### config.mk
export PLATFORM = sky130hd
export DESIGN_NAME = wave_counter_nbit_flat
export DESIGN_NICKNAME = d
export VERILOG_FILES = /design/src/rtl/wave_counter_nbit_if.sv /design/src/rtl/wave_counter_nbit.sv /design/src/flat_wrapper.sv
export SDC_FILE = /design/constraint.sdc
export NUM_CORES = 1
export LEC_CHECK = 0
export CAP_MARGIN = 20
export CORE_ASPECT_RATIO = 1.75
export CORE_MARGIN = 2
export CORE_UTILIZATION = 35
export DETAILED_ROUTE_END_ITERATION = 16
export PLACE_DENSITY = 0.68
export SYNTH_ARGS = -nofsm -noshare
export SYNTH_HDL_FRONTEND = slang
export SYNTH_SLANG_ARGS = --single-unit
### constraint.sdc
create_clock -name clock -period 2.04 [get_ports clock]
set_input_delay 0.306 -clock clock [delete_from_list [all_inputs] [get_ports clock]]
set_output_delay 0.306 -clock clock [all_outputs]
set_load 0.05 [all_outputs]
### src/rtl/wave_counter_nbit_if.sv
// wave_counter_nbit_if
//    Control/status bundle for the N-bit waveform counter.
//    master : drives enable/mode/limit/load/load_value, observes q/dir/tc
//    slave  : the counter side (inverse directions)
//    WIDTH  : counter width, must match the counter instance
interface wave_counter_nbit_if #(
   parameter int WIDTH = 3
);
   logic             enable;
   logic [1:0]       mode;
   logic [WIDTH-1:0] limit;
   logic             load;
   logic [WIDTH-1:0] load_value;
   logic [WIDTH-1:0] q;
   logic             dir;
   logic             tc;

   modport master (
      output enable, mode, limit, load, load_value,
      input  q, dir, tc
   );

   modport slave (
      input  enable, mode, limit, load, load_value,
      output q, dir, tc
   );
endinterface

### src/rtl/wave_counter_nbit.sv
// wave_counter_nbit
//    Parametrised N-bit waveform counter: up-sawtooth, down-sawtooth,
//    triangle and hold modes over the range 0..limit, with parallel load
//    and a registered terminal-count pulse.
//    clock : rising-edge clock
//    clear : synchronous active-high reset (q=0, dir=up, tc=0)
//    bus   : slave modport carrying enable, mode, limit, load, load_value
//            in and q, dir, tc out; all outputs come straight from flops.
module wave_counter_nbit #(
   parameter int WIDTH = 3
) (
   input logic                clock,
   input logic                clear,
   wave_counter_nbit_if.slave bus
);

   typedef enum logic [1:0] {
      MODE_UP   = 2'b00,
      MODE_DOWN = 2'b01,
      MODE_TRI  = 2'b10,
      MODE_HOLD = 2'b11
   } mode_t;

   typedef enum logic {
      DIR_DOWN = 1'b0,
      DIR_UP   = 1'b1
   } dir_t;

   logic [WIDTH-1:0] q_r, q_nxt;
   dir_t             dir_r, dir_nxt;
   logic             tc_r, tc_nxt;

   mode_t            mode;
   logic             step_en;
   logic             lim_zero;
   logic             at_top;      // q at or above limit
   logic             above_lim;   // q strictly above limit
   logic             at_zero;
   logic [WIDTH-1:0] q_inc, q_dec, lim_dec;

   assign mode      = mode_t'(bus.mode);
   assign step_en   = bus.enable && (mode != MODE_HOLD);
   assign lim_zero  = (bus.limit == '0);
   assign at_top    = (q_r >= bus.limit);
   assign above_lim = (q_r > bus.limit);
   assign at_zero   = (q_r == '0);
   // Increment only used when q < limit and decrement only when q > 0,
   // so neither can wrap.
   assign q_inc     = q_r + WIDTH'(1);
   assign q_dec     = q_r - WIDTH'(1);
   assign lim_dec   = bus.limit - WIDTH'(1);

   always_ff @(posedge clock) begin
      if (clear) begin
         q_r   <= '0;
         dir_r <= DIR_UP;
         tc_r  <= 1'b0;
      end else begin
         q_r   <= q_nxt;
         dir_r <= dir_nxt;
         tc_r  <= tc_nxt;
      end
   end

   always_comb begin
      q_nxt   = q_r;
      dir_nxt = dir_r;
      tc_nxt  = 1'b0;

      if (bus.load) begin
         q_nxt = bus.load_value;
      end else if (step_en) begin
         if (lim_zero) begin
            // Degenerate range: every enabled step is a wrap back to 0.
            q_nxt  = '0;
            tc_nxt = 1'b1;
            unique case (mode)
               MODE_UP:   dir_nxt = DIR_UP;
               MODE_DOWN: dir_nxt = DIR_DOWN;
               MODE_TRI:  dir_nxt = (dir_r == DIR_UP) ? DIR_DOWN : DIR_UP;
               default:   dir_nxt = dir_r;
            endcase
         end else begin
            unique case (mode)
               MODE_UP: begin
                  dir_nxt = DIR_UP;
                  if (at_top) begin
                     q_nxt  = '0;
                     tc_nxt = 1'b1;
                  end else begin
                     q_nxt = q_inc;
                  end
               end

               MODE_DOWN: begin
                  dir_nxt = DIR_DOWN;
                  if (at_zero || above_lim) begin
                     q_nxt  = bus.limit;
                     tc_nxt = 1'b1;
                  end else begin
                     q_nxt = q_dec;
                  end
               end

               MODE_TRI: begin
                  // Turns skip the endpoint so it is never shown twice.
                  if (dir_r == DIR_UP) begin
                     if (at_top) begin
                        q_nxt   = lim_dec;
                        dir_nxt = DIR_DOWN;
                        tc_nxt  = 1'b1;
                     end else begin
                        q_nxt = q_inc;
                     end
                  end else begin
                     if (at_zero) begin
                        q_nxt   = WIDTH'(1);
                        dir_nxt = DIR_UP;
                        tc_nxt  = 1'b1;
                     end else if (above_lim) begin
                        q_nxt  = bus.limit;
                        tc_nxt = 1'b1;
                     end else begin
                        q_nxt = q_dec;
                     end
                  end
               end

               default: ;
            endcase
         end
      end
   end

   assign bus.q   = q_r;
   assign bus.dir = dir_r;
   assign bus.tc  = tc_r;

endmodule
### src/flat_wrapper.sv
// flat-port wrapper written by rule: the top's interface ports become plain ports
module wave_counter_nbit_flat 
#(
   parameter int WIDTH = 3
)
  (clock, clear, bus_enable, bus_mode, bus_limit, bus_load, bus_load_value, bus_q, bus_dir, bus_tc);
  wave_counter_nbit_if #(.WIDTH(WIDTH)) bus_i ();
  input logic clock;
  input logic clear;
  input wire logic [$bits(bus_i.enable)-1:0] bus_enable;
  input wire logic [$bits(bus_i.mode)-1:0] bus_mode;
  input wire logic [$bits(bus_i.limit)-1:0] bus_limit;
  input wire logic [$bits(bus_i.load)-1:0] bus_load;
  input wire logic [$bits(bus_i.load_value)-1:0] bus_load_value;
  output wire logic [$bits(bus_i.q)-1:0] bus_q;
  output wire logic [$bits(bus_i.dir)-1:0] bus_dir;
  output wire logic [$bits(bus_i.tc)-1:0] bus_tc;
  assign bus_i.enable = bus_enable;
  assign bus_i.mode = bus_mode;
  assign bus_i.limit = bus_limit;
  assign bus_i.load = bus_load;
  assign bus_i.load_value = bus_load_value;
  assign bus_q = bus_i.q;
  assign bus_dir = bus_i.dir;
  assign bus_tc = bus_i.tc;
  wave_counter_nbit #(.WIDTH(WIDTH)) u_core (.clock(clock), .clear(clear), .bus(bus_i));
endmodule
==> results of run 1 <==
-- synthesized netlist by cell type (all sizes together), types with 2 or more instances --
master	n
o211ai	2
inv	10
nand3	2
nor4	2
dfxtp	5
a211oi	3
ha	12
o21ai	12
nor2	4
nand2	6
a21oi	6
nor2b	6
a221oi	2
xnor2	2
nor3	2
mux2i	3
mux2	2
o21a	3
-- critical path, delay by kind of cell, from the launching register on --
family | cells | cell delay (ps)
AOI/OAI and AO/OA | 2 | 380
adders and majority gates | 1 | 310
DFF | 1 | 370
and+or+nand+nor | 3 | 790
-- layout by cell type, fill, tap and decap left out, types with 4 or more instances in the layout --
cell             instances
ha_1                     9
nor2b_1                  5
o21ai_0                 11
nand2_1                  6
clkdlybuf4s50_1         10
a21oi_1                  5
inv_1                    7
buf_4                   24
nor2_1                   4
-- sequential cells by signal, indices dropped and copies added, names as in the netlist --
| name | flops |
|---|---|
| u_core.bus.tc | 1 |
| u_core.bus.dir | 1 |
| u_core.bus.q | 3 |
-- worst max-delay path by stage --
stage	from	endpoint	depth (start not counted)
finish	u_core.bus.q[2]$_SDFFE_PP0P_	u_core.bus.q[0]$_SDFFE_PP0P_	6
global route	bus_limit[0]	u_core.bus.q[0]$_SDFFE_PP0P_	10
CTS	bus_mode[0]	u_core.bus.q[1]$_SDFFE_PP0P_	7
detailed placement	bus_limit[1]	u_core.bus.q[0]$_SDFFE_PP0P_	8
global placement	bus_limit[2]	u_core.bus.q[0]$_SDFFE_PP0P_	8
floorplan	u_core.bus.q[0]$_SDFFE_PP0P_	u_core.bus.q[0]$_SDFFE_PP0P_	7
-- metrics by stage --
step | hold WS [ps] | util | instance area [µm²]
after floorplan | 363.0 | - | 855.8
after global placement | 691.8 | 0.5316 | 1209
after detailed placement | 683.0 | 0.5316 | 1209
after CTS | 676.1 | 0.5630 | 1280
after global routing | 690.4 | 0.5663 | 1287
final | 665.3 | 0.5663 | 1287
-- metal layers --
layer | global-route usage | vias to the layer above | part of all wire | wire (µm)
li1 | - | 469 | - | -
met1 | 0.2515 | 466 | 0.35 | 1018
met2 | 0.4375 | 38 | 0.56 | 1611
met3 | 0.02564 | 14 | 0.030 | 87
met4 | 0.1875 | 0 | 0.063 | 182
met5 | 0 | - | 0 | 0
-- what timing repair did --
action / CTS / global route
pin swaps: 2 / 4
endpoints found under the setup margin: 4 / 3
buffers inserted: 0 / 0
resized for setup: 8 / 3
-- kinds of logic after synthesis --
group,after synthesis,share of synthesized area
buffers and inverters,12,0.05563
multiplexers,5,0.06316
AO/OA/AOI/OAI,37,0.3368
AND/OR/NAND/NOR,30,0.2120
flip-flops,5,0.1203
XOR/XNOR,3,0.03158
adder cells (fa/ha/maj),12,0.1804
-- layout make-up --
class / instances / area (µm²) / share of cell area
multi-input cells: 87 / 730.7 / 0.5675
repair buffers: 39 / 331.6 / 0.2575
flip-flops and latches: 5 / 111.4 / 0.08649
clock buffers: 4 / 45.04 / 0.03499
inverters: 10 / 37.54 / 0.02915
well taps: 25 / 31.28 / 0.02430
-- power groups by stage --
stage	Clock [mW]	Combinational [mW]	Sequential, mW
final	0.197	0.360	0.122
after global routing	0.200	0.391	0.123
after CTS	0.195	0.356	0.121
after detailed placement	0	0.346	0.122
after global placement	0	0.335	0.122
after floorplan	0	0.183	0.143
==> qor.csv, run 1 <==
metric;value;unit
fill count;226;
All-Layer GR Usage;0.2511;
FFs w/ async S/R, synth;0;
setup_tns;0;ps
worst r2r src;u_core.bus.q[2]$_SDFFE_PP0P_;
Top FF cell, synth;dfxtp_1;
DR WL/cell;17.05;µm
Net Count, Synth;128;
hold crit path type;primary input to flip-flop;
reg2reg path depth;6;
nature of the critical path startpoint;flip-flop;
Psw;0.2646;mW
PD cells;527.5;nW/µm²
vias in the first global route;1013;
final std cells w/o fill;170;
synthesized area;832.0;µm²
CTS tree;built;
CP endpoint kind;flip-flop;
Clock Skews;8.068;ps
Yosys warnings;0;
status;finished, final reports clean;
EDFF count, synth;0;
Tightest Pin Transition;500.9;ps
Synth cell types;42;
Syn Area/Cell;8.000;µm²
DIE HEIGHT;68.50;µm
DR pass1 iterations;5;
setup slack, reg-to-reg;100;ps
clk_lat worst skew;230;ps
FF+latch count, synth;5;
CP Cell Sequence;ha_4, nand3_2, a21boi_4, or4b_1, and4_4, a221oi_2;
cell count after synthesis;104;
minimum clock period after layout;1939;ps
sequential power share;0.180;
Max Fclk;515.7;MHz
Yosys top cell area share;0.1805;
Final Cycle Share;0.9505;
CTS sink cnt;5;
RSZ-0062 raised after global routing;no;
final worst slack;100.9;ps
total grt overflow;0;
CTS Buf Count;3;
share of cells above drive strength 1;0.3310;
total leakage power;0.5577;nW
CTS root buf;clkbuf_8;
DP HPWL;2.353;mm
ant diodes;0;
Setup violations, final;0;
Largest stage delay, worst path;490;ps
synth top area cells;ha_1, dfxtp_1, o21ai_0;
Max-cap violations;0;
WL final;2.898;mm
first-pass GRT wire length;4.623;mm
worst path required time;2180;ps
internal power;0.4145;mW
pin count of the biggest net entering global routing;13;
final hold viol count;0;
Max Buffers Root-to-Sink;2;
Slew Viols, Final;0;
crit path max fanout;8;
worst rel slew slack;0.6650;
Area growth syn-to-layout;54.74;%
Nets;170;
Slowest cell on crit path;or4b_1;
H-tree depth;1;
Vias/cell;5.806;
DP Cell Count;166;
# rows;23;
total number of vias;987;
Cells on Worst Hold Path;4;
peak supply drop;0.2841;mV
DR iter-0 viols;36;
cts hold-fix bufs;0;
Arrival @ worst endpoint;2080;ps
clk slew on worst S/H paths;40;ps
Starting Density;0.3660;
pre-CTS setup slack;-413.9;ps
I/O pin count;17;
leading area contributor after synthesis;ha_1;
Setup Crit Path Kind;flip-flop to flip-flop;
PortBufs;16;
WHS Endpoint;u_core.bus.q[1]$_SDFFE_PP0P_;
die width;40.86;µm
Worst Hold Launch;bus_limit[1];
Reg2Reg Capture Point;u_core.bus.q[0]$_SDFFE_PP0P_;
sw frac;0.3896;
clock share of power;0.291;
DIE AREA;2799;µm²
total power;0.6791;mW
initial antenna violation count;0;
residual DRC count;0;
Gate power share;0.529;
GP Congestion;0.8842;
post-synthesis sequential area ratio;0.1203;
Placeable Area;2273;µm²
Post-DRT Antenna Nets;0;
(Power assumes the default switching activity.)
==> run 2: changes to the inputs <==
--- a/config.mk
+++ b/config.mk
@@ -5,12 +5,13 @@
 export SDC_FILE = /design/constraint.sdc
 export NUM_CORES = 1
 export LEC_CHECK = 0
+export ABC_AREA = 1
 export CAP_MARGIN = 20
 export CORE_ASPECT_RATIO = 1.75
 export CORE_MARGIN = 2
 export CORE_UTILIZATION = 35
 export DETAILED_ROUTE_END_ITERATION = 16
-export PLACE_DENSITY = 0.68
+export PLACE_DENSITY = 0.69
 export SYNTH_ARGS = -nofsm -noshare
 export SYNTH_HDL_FRONTEND = slang
 export SYNTH_SLANG_ARGS = --single-unit
==> run 2 against run 1 <==
Sequential share of layout area fell by 0.45 points. Critical path depth rose by 2. Clock power down 9%. Non-clock buffer count shrank 6. Maximum frequency rose by 1.2%. Wire length shrank 19%. Final area down 2.8%. Total power is 3.1% higher. Register-to-register slack improved by 240 ps. Critical path type is now primary input to flip-flop. Highest routed layer unchanged.
==> qor.csv, run 2 <==
metric;value;unit;change
status;finished, final reports clean;;
Synth cell types;19;;-55%
Net Count, Synth;159;;+24%
first-pass GRT wire length;3.739;mm;-19%
max reg flops;3;;unchanged
nature of the critical path startpoint;primary input;;
Starting Density;0.3606;;-0.005342
DP Cell Count;192;;+16%
synth top area cells;ha_1, nand2_1, dfxtp_1;;
total power;0.7004;mW;+3.1%
cell count after synthesis;135;;+30%
CTS Buf Count;3;;unchanged
H-tree depth;1;;unchanged
leading area contributor after synthesis;ha_1;;
EDFF count, synth;0;;unchanged
I/O pin count;17;;unchanged
All-Layer GR Usage;0.1956;;-0.05549
placed cell area;1124;µm²;-7.0%
GR Util met3;0.009868;;-0.01577
GP Congestion;0.8667;;-2.0%
minimum clock period after layout;1915;ps;-23.69 ps
total number of vias;983;;-0.41%
residual DRC count;0;;unchanged
met1 Use GR;0.1932;;-0.05825
clk_lat worst skew;220;ps;about the same
share of cells above drive strength 1;0.2209;;-0.1101
Max Buffers Root-to-Sink;2;;unchanged
hold crit path type;flip-flop to flip-flop;;
Top FF cell, synth;dfxtp_1;;
Setup violations, final;0;;unchanged
worst rel slew slack;0.6663;;+0.001298
Post-DRT Antenna Nets;0;;unchanged
Syn Area/Cell;5.996;µm²;-25%
final std cells w/o fill;197;;+16%
cts hold-fix bufs;0;;unchanged
ant diodes;0;;unchanged
most frequent cells in the layout;nand2_1, inv_1, buf_4, clkdlybuf4s50_1, nand3_1;;
final instance area;1251;µm²;-2.8%
peak supply drop;0.4091;mV;+44%
CP endpoint kind;flip-flop;;
pin count of the biggest net entering global routing;9;;-4
GRT busiest layer;met2;;
Yosys top cell area share;0.1855;;+0.005020
DR WL/cell;11.89;µm;-30%
Vias/cell;4.990;;-14%
Setup Crit Path Kind;primary input to flip-flop;;
DR iter-0 viols;23;;-36%
worst path required time;2150;ps;-30 ps
Max-cap violations;0;;unchanged
FF+latch count, synth;5;;unchanged
# rows;23;;unchanged
Yosys warnings;0;;unchanged
DIE HEIGHT;67.62;µm;-1.3%
Final Cycle Share;0.9389;;-0.01161
Arrival @ worst endpoint;2020;ps;-60 ps
commonest non-fill, non-tap cell in the layout;nand2_1;;
Area growth syn-to-layout;54.56;%;
synthesized area;809.5;µm²;-2.7%
crit path max fanout;3;;-5
total leakage power;0.6394;nW;+15%
CTS tree;built;;
FFs w/ async S/R, synth;0;;unchanged
CTS root buf;clkbuf_8;;
setup_tns;0;ps;unchanged
DP HPWL;1.901;mm;-19%
met2 Track Usage GR;0.3671;;-0.07044
DR pass1 iterations;4;;-1
CTS sink cnt;5;;unchanged
synth cell count leaders;nand2_1, inv_1, nand3_1;;
Clock Skews;1.933;ps;-6.135 ps
Max Fclk;522.1;MHz;+1.2%
Slew Viols, Final;0;;unchanged
die width;40.36;µm;-1.2%
final hold viol count;0;;unchanged
most common cell in the netlist;nand2_1;;
PortBufs;16;;unchanged
Placeable Area;2245;µm²;-1.3%
DIE AREA;2729;µm²;-2.5%
clk slew on worst S/H paths;30;ps;about the same
Tightest Pin Transition;499.0;ps;-1.941 ps
vias in the first global route;927;;-8.5%
RSZ-0062 raised after global routing;no;;
post-synthesis sequential area ratio;0.1236;;+0.003347
initial antenna violation count;0;;unchanged
WL final;2.342;mm;-19%
PD cells;559.8;nW/µm²;+6.1%
final design utilization;0.5574;;-0.008904
Nets;197;;+16%
total grt overflow;0;;unchanged
[run 2: cell count changes after synthesis, moves of 4 or more]
| cell | previous run | this run |
|---|---|---|
| nor2b_1 | 6 | 0 |
| nor2_1 | 4 | 8 |
| inv_1 | 10 | 24 |
| o21ai_0 | 11 | 6 |
| a21oi_1 | 5 | 14 |
| nand2_1 | 6 | 37 |
| nand3_1 | 1 | 17 |
[run 2: metrics by stage]
step | setup slack (ps) | hold slack, ps
CTS | 1.765 | 566.3
global placement | -234.1 | 562.8
floorplan | 114.0 | 435.9
finish | 124.6 | 539.7
detailed placement | -311.9 | 564.1
global route | 1.563 | 588.0
[run 2: critical path, stage by stage]
cell,delay [ps]
clkdlybuf4s50_1,520
inv_1,70
ha_1,210
or2_2,330
o32ai_4,280
inv_1,100
o21ai_1,160
a21oi_2,40
[run 2: per-layer routing]
layer / routed length (µm) / vias up
met5: 0 / -
met4: 74 / 0
met3: 80 / 9
met2: 1361 / 28
met1: 827 / 435
li1: - / 511
[run 2: layout make-up]
| cell class | count | area [µm²] |
|---|---|---|
| clock buffer | 4 | 45.04 |
| timing repair buffer | 33 | 290.3 |
| multi-input combinational | 106 | 691.9 |
| inverter | 24 | 90.09 |
| sequential | 5 | 102.6 |
| tap | 25 | 31.28 |
| fill | 227 | 993.5 |
[run 2: kinds of logic after synthesis]
family / after synthesis / share of synthesized area
buf+inv: 24 / 0.1113
compound gates: 24 / 0.1855
xor+xnor: 2 / 0.02164
fa+ha+maj: 12 / 0.1855
flops: 5 / 0.1237
simple gates: 68 / 0.3725
[run 2: report_power, final]
part / switching, mW / total (mW) / internal, mW
clock network: 0.0464 / 0.180 / 0.134
registers: 0.0154 / 0.123 / 0.108
logic: 0.221 / 0.397 / 0.176
[run 2: what timing repair did]
item / CTS / global route
resized for setup: 1 / 18
endpoints found under the hold margin: 0 / 0
endpoints found under the setup margin: 5 / 5
pin swaps: 0 / 3
buffers inserted: 0 / 1
[run 2: worst paths after layout]
path                                      from  depth (start not counted)                            to  slack [ps]
setup / recovery                   bus_mode[0]                          8  u_core.bus.q[1]$_SDFFE_PP0P_         120
hold / removal    u_core.bus.q[0]$_SDFFE_PP0P_                          2  u_core.bus.q[0]$_SDFFE_PP0P_         540
setup reg to reg  u_core.bus.q[2]$_SDFFE_PP0P_                         13  u_core.bus.q[1]$_SDFFE_PP0P_         340
hold reg to reg   u_core.bus.q[0]$_SDFFE_PP0P_                          2  u_core.bus.q[0]$_SDFFE_PP0P_         540
